## src/rtl/pc_sequencer_pkg.sv

```systemverilog
// Shared definitions for the PC sequencer: FSM encodings, PC step and target-select codes.
package pc_sequencer_pkg;

    typedef enum logic {
        SEQ   = 1'b0,
        DELAY = 1'b1
    } state_t;

    typedef enum logic [1:0] {
        TSEL_NONE   = 2'd0,
        TSEL_BRANCH = 2'd1,
        TSEL_JUMP   = 2'd2,
        TSEL_JR     = 2'd3
    } tsel_t;

    localparam logic [31:0] PC_STEP = 32'd4;

endpackage

```

## src/rtl/lshift28.sv

```systemverilog
// Jump index shifter: word index to 28-bit byte offset.
module lshift28 (
    input  logic [25:0] in,
    output logic [27:0] out
);

    assign out = {in, 2'b00};

endmodule

```

## src/rtl/pc_sequencer_branch_target.sv

```systemverilog
// Branch target: sign-extended word offset added to the delay-slot address.
module pc_sequencer_branch_target (
    input  logic [31:0] pc_plus4,
    input  logic [15:0] imm16,
    output logic [31:0] target
);

    logic [31:0] offset;

    assign offset = {{14{imm16[15]}}, imm16, 2'b00};
    assign target = pc_plus4 + offset;

endmodule

```

## src/rtl/pc_sequencer.sv

```systemverilog
// Program counter owner for the MIPS core; redirects after a single branch delay slot.
// state | meaning
// SEQ   | sequential fetch, a taken transfer latches its target
// DELAY | fetching the delay slot, next pc is the latched target
module pc_sequencer
    import pc_sequencer_pkg::*;
#(
    parameter logic [31:0] RESET_PC = 32'h0000_0000
) (
    input  logic        clk,
    input  logic        reset,
    input  logic        stall,
    input  logic        instr_valid,
    input  logic        is_jump,
    input  logic        is_jr,
    input  logic        is_branch,
    input  logic        branch_taken,
    input  logic [15:0] imm16,
    input  logic [25:0] jidx26,
    input  logic [31:0] jr_target,
    output logic [31:0] pc,
    output logic [31:0] link_addr,
    output logic        in_delay_slot,
    output logic        cti_in_slot
);

    state_t      state_q, state_d;
    logic [31:0] pc_q, pc_d;
    logic [31:0] target_q, target_d;
    logic        cti_q, cti_d;

    logic [31:0] pc_plus4;
    logic [27:0] jump_offset;
    logic [31:0] branch_tgt;
    logic [31:0] sel_target;
    logic        take;
    tsel_t       tsel;

    assign pc_plus4  = pc_q + PC_STEP;
    assign link_addr = pc_plus4 + PC_STEP;

    lshift28 u_lshift28 (
        .in  (jidx26),
        .out (jump_offset)
    );

    pc_sequencer_branch_target u_branch_target (
        .pc_plus4 (pc_plus4),
        .imm16    (imm16),
        .target   (branch_tgt)
    );

    assign take = instr_valid & (is_jump | is_jr | (is_branch & branch_taken));

    always_comb begin
        tsel = TSEL_NONE;
        if (is_jr)
            tsel = TSEL_JR;
        else if (is_jump)
            tsel = TSEL_JUMP;
        else if (is_branch)
            tsel = TSEL_BRANCH;
    end

    always_comb begin
        sel_target = pc_plus4;
        case (tsel)
            TSEL_JR:     sel_target = jr_target;
            TSEL_JUMP:   sel_target = {pc_plus4[31:28], jump_offset};
            TSEL_BRANCH: sel_target = branch_tgt;
            default:     sel_target = pc_plus4;
        endcase
    end

    always_comb begin
        state_d  = state_q;
        pc_d     = pc_q;
        target_d = target_q;
        cti_d    = cti_q;
        if (!stall) begin
            case (state_q)
                SEQ: begin
                    pc_d = pc_plus4;
                    if (take) begin
                        target_d = sel_target;
                        state_d  = DELAY;
                    end
                end
                DELAY: begin
                    // A transfer in the slot is dropped but flagged until reset.
                    pc_d    = target_q;
                    state_d = SEQ;
                    if (take)
                        cti_d = 1'b1;
                end
                default: state_d = SEQ;
            endcase
        end
    end

    always_ff @(posedge clk) begin
        if (reset) begin
            state_q  <= SEQ;
            pc_q     <= RESET_PC;
            target_q <= 32'd0;
            cti_q    <= 1'b0;
        end else begin
            state_q  <= state_d;
            pc_q     <= pc_d;
            target_q <= target_d;
            cti_q    <= cti_d;
        end
    end

    assign pc            = pc_q;
    assign in_delay_slot = (state_q == DELAY);
    assign cti_in_slot   = cti_q;

endmodule
```

## config.mk

```make
export PLATFORM = sky130hd
export DESIGN_NAME = pc_sequencer
export DESIGN_NICKNAME = d
export VERILOG_FILES = /design/src/rtl/pc_sequencer_pkg.sv /design/src/rtl/lshift28.sv /design/src/rtl/pc_sequencer_branch_target.sv /design/src/rtl/pc_sequencer.sv
export SDC_FILE = /design/constraint.sdc
export NUM_CORES = 1
export LEC_CHECK = 0
export ABC_CLOCK_PERIOD_IN_PS = 5300
export BUFFER_PORTS_ARGS = -buffer_cell sky130_fd_sc_hd__buf_4
export CAP_MARGIN = 20
export CORE_ASPECT_RATIO = 1.5
export CORE_MARGIN = 2
export CORE_UTILIZATION = 56
export CTS_CLUSTER_SIZE = 24
export DETAILED_ROUTE_END_ITERATION = 12
export GPL_TIMING_DRIVEN = 1
export HOLD_SLACK_MARGIN = 0.03
export PLACE_DENSITY = 0.86
export SLEW_MARGIN = 25
export SYNTH_ARGS = -nofsm -noshare
export SYNTH_HDL_FRONTEND = slang
export SYNTH_SLANG_ARGS = --single-unit
```

## constraint.sdc

```tcl
create_clock -name clk -period 5.3 [get_ports clk]
set_input_delay 0.53 -clock clk [delete_from_list [all_inputs] [get_ports clk]]
set_output_delay 0.53 -clock clk [all_outputs]
set_load 0.02 [all_outputs]
```

==> results.cfg, run 1 <==
[status]
status = complete, no violations

[yosys]
ys_seq_elements = 66
ys_warn_count = 0
yosysTopAreaCellShare = 0.208
yosysSeqAreaShare = 0.208
syn-cell-area_um2 = 6360
synth_ff_type = dfxtp_1
ys_async_sr_fraction = 0
synth_cell_types = 69
synthTopCellsByCount = nor2_1 (128), a21oi_1 (84), nand2_1 (81)
synth_edf_count = 0
syn_nets = 1017
syn_inst = 899
synth.avg_cell_area_um2 = 7.08
synth_most_common_cell = nor2_1
ys_top_cells_by_area = dfxtp_1 (21%), nor2_1 (7.5%), ha_1 (6.9%)
synth_top_area_cell = dfxtp_1

[cts]
clk_pin_slew_worst_paths_ps = 60
clock_path_buffers = 2
cts.sinks = 66
htreeDepth = 3
cts_tree = done
clkLatencyLatePin_ps = 340
cts_setup_buffers = 0
cts_buffers = 9
cts_root_buf = clkbuf_16

[worst_setup_path]
required_ps = 5550
critPathCaptureType = flip-flop
r2r-end = target_q[29]$_SDFFE_PP0P_
rrSetupSlack_ps = 530
r2r_start = pc[2]$_SDFFE_PP0N_
worstPathArrival_ps = 5020
path_class = reg2reg
timing.critical_path.from = pc[2]$_SDFFE_PP0N_
critPathLaunchType = flip-flop
reg2reg_depth = 13
crit_fanout = 12

[cells_and_area]
drive_gt1_frac = 0.188
nets = 1115
final_util = 0.697
multi_input_area_um2 = 4670
area_growth_syn_to_layout_pct = 21.2
ff_latch_area_um2 = 1320
antenna_cells = 0
fillCellCount = 986

[timing]
worst_pin_slew_ps = 872
setup_tns_ps = 0
final_max_slew_viol_count = 0
rsz0062_at_grt = no
finalCriticalPeriod_ps = 4770
fin_worst_skew_ps = 9.84
setup_violations = 0
fmax_mhz = 210
relSlewSlack = 0.418
min_period_over_period = 0.900
hold_violations = 0

[die]
rows = 47
die-area_um2 = 12300
start_util = 0.576
dieWidth_um = 91.0
die_y_um = 135
core_area_um2 = 11100
boundaryPins = 148

[detailed_routing]
drc = 0
drt_wl_total_um = 21700
ant_nets = 0
first_pass_iters = 5
wl_per_cell_um = 18.9
via_count = 7317
viasPerCell = 6.37
first_iter_violations = 574

[grt]
grt_max_degree = 67
grt_pass1_wl_um = 33600
grt_antenna_before_repair = 0
grt-ovfl-total = 0
grt_usage = 0.343
grt_pass1_vias = 6589

[pwr]
power.density_nw_per_um2 = 186
report.power.total_mw = 1.44
peakVddDrop_mv = 0.163
leakage_nw = 3.30

[min_path]
hold_depth = 3
hp-class = in2reg
min-delay-start = instr_valid
hold_end = cti_in_slot$_SDFFE_PP0P_

[place]
hpwl_um = 16000
routabilityCongestion = 0.988
port_buffers = 147

[job]
max_cap_violations = 0
## area by class of cell
class / instances / share of cell area
Multi-Input combinational cell: 739 / 0.605
Clock buffer: 10 / 0.0310
Sequential cell: 66 / 0.171
Timing Repair Buffer: 154 / 0.150
Inverter: 27 / 0.0131
Tap cell: 147 / 0.0239
Clock inverter: 6 / 0.00535
## cell usage in the layout (no fill, tap or decap), types with 4 or more instances in the layout
cell and n:
or2_2 4, nand2_1 81, mux2i_1 17, a31oi_1 7, nor3b_1 4, xor2_1 29
clkbuf_16 9, nand4_1 6, buf_4 154, inv_1 27, a311oi_1 6, nor4_1 8
o21ai_0 40, and4_1 6, a21oi_1 84, nand3_1 30, o31ai_1 4, o211ai_1 9
o21a_1 5, nand2b_1 9, a221oi_1 22, nor2_1 128, a21o_1 7, xnor2_1 39
and2_1 4, or3_1 15, nor3_1 27, nand4b_1 4, o22ai_1 7, a211oi_1 26
a22oi_1 5, nand3b_1 5, ha_1 35, and3_1 12, dfxtp_1 66, nor2b_1 7
## critical path, stage by stage (launching register included)
cell      delay (ps)
dfxtp_1          480
ha_1             450
nand4_1          320
nor4_2           510
nand3_1          150
xnor2_1          340
ha_1             370
a21oi_1          290
o21ai_0          200
nor4b_1          430
nor4_1           150
o41ai_1          560
mux2i_1          150
a311oi_1         270
## cell families after synthesis
logic type | after synthesis | synth area share
adders and majority gates | 36 | 0.0719
AOI/OAI and AO/OA | 252 | 0.259
muxes | 19 | 0.0303
DFF | 66 | 0.208
and+or+nand+nor | 363 | 0.274
xor gates and xnor gates | 69 | 0.0961
buffers and inverters | 94 | 0.0607
## per-stage QoR
step	std cells	hold WS [ps]	setup slack, ps	cell area (um2)
after floorplan	899	432	1150	6360
after global placement	1133	439	617	7420
after detailed placement	1133	444	414	7420
after CTS	1149	436	385	7700
after global routing	1149	452	99.0	7710
final	1149	441	530	7710
## state kept, by name, indices dropped and copies added, names as in the netlist
signal,flops
cti_in_slot,1
in_delay_slot,1
pc,32
target_q,32
## where the power goes
group | switching, mW | total (mW) | internal (mW)
registers | 0.0251 | 0.543 | 0.518
logic | 0.183 | 0.318 | 0.135
clock network | 0.246 | 0.576 | 0.329
total | 0.454 | 1.44 | 0.982
## worst max-delay path by stage
stage          cells past startpoint                        end  slack [ps]
4_1_cts                           13  target_q[29]$_SDFFE_PP0P_         390
5_1_grt                           13  target_q[29]$_SDFFE_PP0P_         100
2_1_floorplan                     16  target_q[30]$_SDFFE_PP0P_        1150
3_3_place_gp                      13  target_q[29]$_SDFFE_PP0P_         620
3_5_place_dp                      13  target_q[29]$_SDFFE_PP0P_         410
6_report                          13  target_q[29]$_SDFFE_PP0P_         530
## timing repair
item                       4_1_cts  5_1_grt
hold endpoints to repair         0        0
resized for setup                0        1
hold buffers                     0        0
setup endpoints to repair        0        2
## layer usage
metal | vias to the layer above | wire length [um] | track usage
li1 | 3479 | - | -
met1 | 3381 | 8560 | 0.441
met2 | 392 | 10500 | 0.589
met3 | 65 | 1730 | 0.0285
met4 | 0 | 851 | 0.146
met5 | - | 0 | 0
Power figures use the tool's default switching activity.
==> run 2, diff against run 1 <==
--- a/config.mk
+++ b/config.mk
@@ -6,5 +6,4 @@
 export NUM_CORES = 1
 export LEC_CHECK = 0
-export ABC_CLOCK_PERIOD_IN_PS = 5300
 export BUFFER_PORTS_ARGS = -buffer_cell sky130_fd_sc_hd__buf_4
 export CAP_MARGIN = 20
==> constraint.sdc (replaced) <==
create_clock -name clk -period 5.3 [get_ports clk]
set_input_delay 1.06 -clock clk [delete_from_list [all_inputs] [get_ports clk]]
set_output_delay 1.06 -clock clk [all_outputs]
set_load 0.02 [all_outputs]
==> results.cfg, run 2 (same netlist as run 1, synthesis figures left out) <==
[pwr]
power.density_nw_per_um2 = 188
pwr-share-comb = 0.219
intPower_mw = 1.02
netSwitchingPower_mw = 0.437
pwr-share-seq = 0.371
leakage_nw = 3.32
peakVddDrop_mv = 0.121
clkPwrFrac = 0.410
switching_share = 0.300

[worst_setup_path]
crit_fanout = 12
required_ps = 5550
slowest_stage = o41ai_1
critPathLaunchType = flip-flop
rrSetupSlack_ps = 350
timing.critical_path.from = pc[2]$_SDFFE_PP0N_
path_cells = ha_1, nand4_1, nor4_2, nand3_1, xnor2_1, ha_1, a21oi_1, o21ai_0, nor4b_1, nor4_1, o41ai_1, mux2i_1, a311oi_1
crit_path_frequent_cell = ha_1
worstPathArrival_ps = 5200
critPathCaptureType = flip-flop
r2r_start = pc[2]$_SDFFE_PP0N_
slowest_delay_ps = 630
path_class = reg2reg

[cts]
cts_resized = 0
cts_buffers = 9
clkLatencyLatePin_ps = 340
cts_tree = done
cts_setup_buffers = 0
htreeDepth = 3
cts.sinks = 66
clk_pin_slew_worst_paths_ps = 60
cts_root_buf = clkbuf_16
ctsHoldBuffers = 0
clock_path_buffers = 2

[grt]
grt_antenna_before_repair = 0
grt_usage = 0.337
grt-ovfl-total = 0
grt_max_degree = 67
grt_pass1_vias = 6589
grt_pass1_wl_um = 33100

[die]
rows = 47
die_y_um = 135
start_util = 0.576
boundaryPins = 148
dieWidth_um = 91.0
die-area_um2 = 12300
core_area_um2 = 11100

[timing]
worst_pin_slew_ps = 767
setup_violations = 0
finalCriticalPeriod_ps = 4950
hold_violations = 0
timing.final.ws_setup_ps = 354
setup_tns_ps = 0
relSlewSlack = 0.487
min_period_over_period = 0.933
rsz0062_at_grt = no
final_max_slew_viol_count = 0
fmax_mhz = 202
fin_worst_skew_ps = 9.15

[place]
hpwl_um = 15900
place_worst_setup_slack_ps = 361
routabilityCongestion = 0.991
port_buffers = 147

[detailed_routing]
drc = 0
viasPerCell = 6.43
first_iter_violations = 623
wl_met3_um = 1920
wl_met1_um = 8130
drt_wl_total_um = 21200
ant_nets = 0
highest_layer = met4
via_count = 7402
first_pass_iters = 7
wl_per_cell_um = 18.4
dr_wl_met2_um = 10300

[min_path]
min-delay-start = target_q[10]$_SDFFE_PP0P_
hp-class = reg2reg

[cells_and_area]
layout_commonest_cell = buf_4
final_cell_mix = buf_4 (157), nor2_1 (128), a21oi_1 (84), nand2_1 (81), dfxtp_1 (66)
nets = 1118
area_growth_syn_to_layout_pct = 21.8
antenna_cells = 0
drive_gt1_frac = 0.189

[status]
status = complete, no violations

[job]
max_cap_violations = 0
==> run 2: through the flow <==
step,area (um2),hold slack [ps],power [mW],utilization,cells
finish,7750,449,1.46,0.701,1152
global route,7750,464,1.51,0.701,1152
CTS,7740,451,1.45,0.700,1152
detailed placement,7450,445,0.862,0.674,1136
global placement,7450,440,0.858,0.674,1136
floorplan,6360,432,0.741,-,899
==> run 2: layout make-up <==
class	instances	area [um2]
flip-flops and latches	66	1320
fillers	963	3310
well taps	147	184
clock inverters	6	67.6
inverters	27	101
repair buffers	157	1180
clock buffers	10	229
multi-input cells	739	4670
==> run 2: worst max-delay path, delay by kind of cell, from the launching register on <==
kind	cells	cell delay, ps
compound gates	4	1410
simple gates	5	1590
xor+xnor	1	400
flops	1	480
fa+ha+maj	2	820
mux	1	160
==> run 2: layer usage <==
metal | global-route usage | up-vias
met2 | 0.574 | 454
li1 | - | 3477
met4 | 0.157 | 0
met1 | 0.426 | 3381
met3 | 0.0402 | 90
met5 | 0 | -
==> run 2: worst paths after layout <==
path,endpoint,cells after the start
worst max-delay path,target_q[29]$_SDFFE_PP0P_,13
worst min-delay path,target_q[10]$_SDFFE_PP0P_,2
worst max register to register,target_q[29]$_SDFFE_PP0P_,13
worst min register to register,target_q[10]$_SDFFE_PP0P_,2
==> run 2: power by group through the flow <==
stage               logic (mW)  clock network, mW  registers [mW]
detailed placement       0.312                  0           0.550
global route             0.347              0.621           0.542
CTS                      0.314              0.600           0.539
global placement         0.309                  0           0.549
floorplan                0.195                  0           0.546
finish                   0.319              0.597           0.540
==> run 3, diff against run 2 <==
- CORE_UTILIZATION: 56 -> 43
- PLACE_DENSITY: 0.86 -> 0.69
==> results.cfg, run 3 (same netlist as run 1, synthesis figures left out) <==
[cts]
clock_path_buffers = 2
cts_buffers = 9
cts_resized = 0
htreeDepth = 3
clkLatencyLatePin_ps = 340
cts_tree = done
cts.sinks = 66
cts_setup_buffers = 0
ctsHoldBuffers = 0
clk_pin_slew_worst_paths_ps = 60
cts_root_buf = clkbuf_16

[die]
boundaryPins = 148
core_area_um2 = 14500
dieWidth_um = 103
die_y_um = 153
die-area_um2 = 15800
rows = 54
start_util = 0.438

[status]
status = complete, no violations

[detailed_routing]
highest_layer = met4
viasPerCell = 5.86
drt_wl_total_um = 22800
first_pass_iters = 5
drc = 0
via_count = 7038
wl_met3_um = 1260
ant_nets = 0
dr_wl_met2_um = 11300
wl_met1_um = 9800
wl_per_cell_um = 19.0
first_iter_violations = 559

[worst_setup_path]
worstPathArrival_ps = 3890
reg2reg_depth = 13
required_ps = 4240
endpoint = link_addr[31]
r2r-end = target_q[29]$_SDFFE_PP0P_
rrSetupSlack_ps = 600
critPathLaunchType = flip-flop
path_class = reg2out
critPathCaptureType = output port
timing.critical_path.from = pc[5]$_SDFFE_PP0N_
crit_fanout = 17
r2r_start = pc[2]$_SDFFE_PP0N_

[timing]
rsz0062_at_grt = no
setup_violations = 0
fin_worst_skew_ps = 11.6
fmax_mhz = 202
timing.final.ws_setup_ps = 346
min_period_over_period = 0.935
hold_violations = 0
finalCriticalPeriod_ps = 4950
relSlewSlack = 0.372
setup_tns_ps = 0
final_max_slew_viol_count = 0
worst_pin_slew_ps = 940

[place]
port_buffers = 147
hpwl_um = 17300
place_worst_setup_slack_ps = 308
routabilityCongestion = 0.963

[cells_and_area]
layout_commonest_cell = buf_4
antenna_cells = 0
nets = 1118
fillCellCount = 1459
final_cell_mix = buf_4 (157), nor2_1 (128), a21oi_1 (84), nand2_1 (81), dfxtp_1 (66)
drive_gt1_frac = 0.191
area_growth_syn_to_layout_pct = 23.4

[grt]
grt-ovfl-total = 0
grt_usage = 0.283
grt_antenna_before_repair = 0
grt_pass1_wl_um = 34600
grt_pass1_vias = 6422
grt_max_degree = 67

[min_path]
hp-class = reg2reg

[pwr]
peakVddDrop_mv = 0.167
report.power.total_mw = 1.55
leakage_nw = 3.35
power.density_nw_per_um2 = 197

[job]
max_cap_violations = 0
## run 3: how the worst min path moves through the flow
stage	from	to	cells after the start
2_1_floorplan	target_q[4]$_SDFFE_PP0P_	target_q[4]$_SDFFE_PP0P_	2
3_3_place_gp	target_q[0]$_SDFFE_PP0P_	pc[0]$_SDFFE_PP0P_	2
3_5_place_dp	target_q[0]$_SDFFE_PP0P_	pc[0]$_SDFFE_PP0P_	2
4_1_cts	target_q[0]$_SDFFE_PP0P_	pc[0]$_SDFFE_PP0P_	2
5_1_grt	target_q[0]$_SDFFE_PP0P_	pc[0]$_SDFFE_PP0P_	2
6_report	target_q[0]$_SDFFE_PP0P_	pc[0]$_SDFFE_PP0P_	2
## run 3: cell type report
type / instances / area [um2] / share of cell area
Multi-Input combinational cell: 739 / 4680 / 0.596
Sequential cell: 66 / 1320 / 0.168
Timing Repair Buffer: 157 / 1180 / 0.150
Clock buffer: 12 / 256 / 0.0327
Tap cell: 196 / 245 / 0.0312
Inverter: 27 / 101 / 0.0129
Clock inverter: 4 / 73.8 / 0.00940
## run 3: per-layer routing
layer | vias to the layer above | global-route usage
met5 | - | 0
met4 | 0 | 0.0802
met3 | 30 | 0.0256
met2 | 258 | 0.478
met1 | 3271 | 0.378
li1 | 3479 | -
## run 3: stage by stage
stage,hold WS [ps],instance area (um2),util,cells
after floorplan,432,6360,-,899
after CTS,455,7840,0.540,1201
after global routing,480,7860,0.541,1201
after global placement,440,7510,0.517,1185
final,450,7860,0.541,1201
after detailed placement,445,7510,0.517,1185
## run 3: report_power, final
group          internal [mW]  switching, mW  total (mW)
registers              0.518         0.0252       0.543
logic                  0.137          0.186       0.323
clock network          0.438          0.243       0.682
total                   1.09          0.455        1.55
## run 3: worst max-delay path, cell delays in order, from the launching register on
cell	delay, ps
dfxtp_1	670
and4_1	390
nand4_1	340
or3_1	430
a221oi_1	510
and3_1	420
and4b_1	340
nand3b_1	120
xor2_1	160
buf_4	180
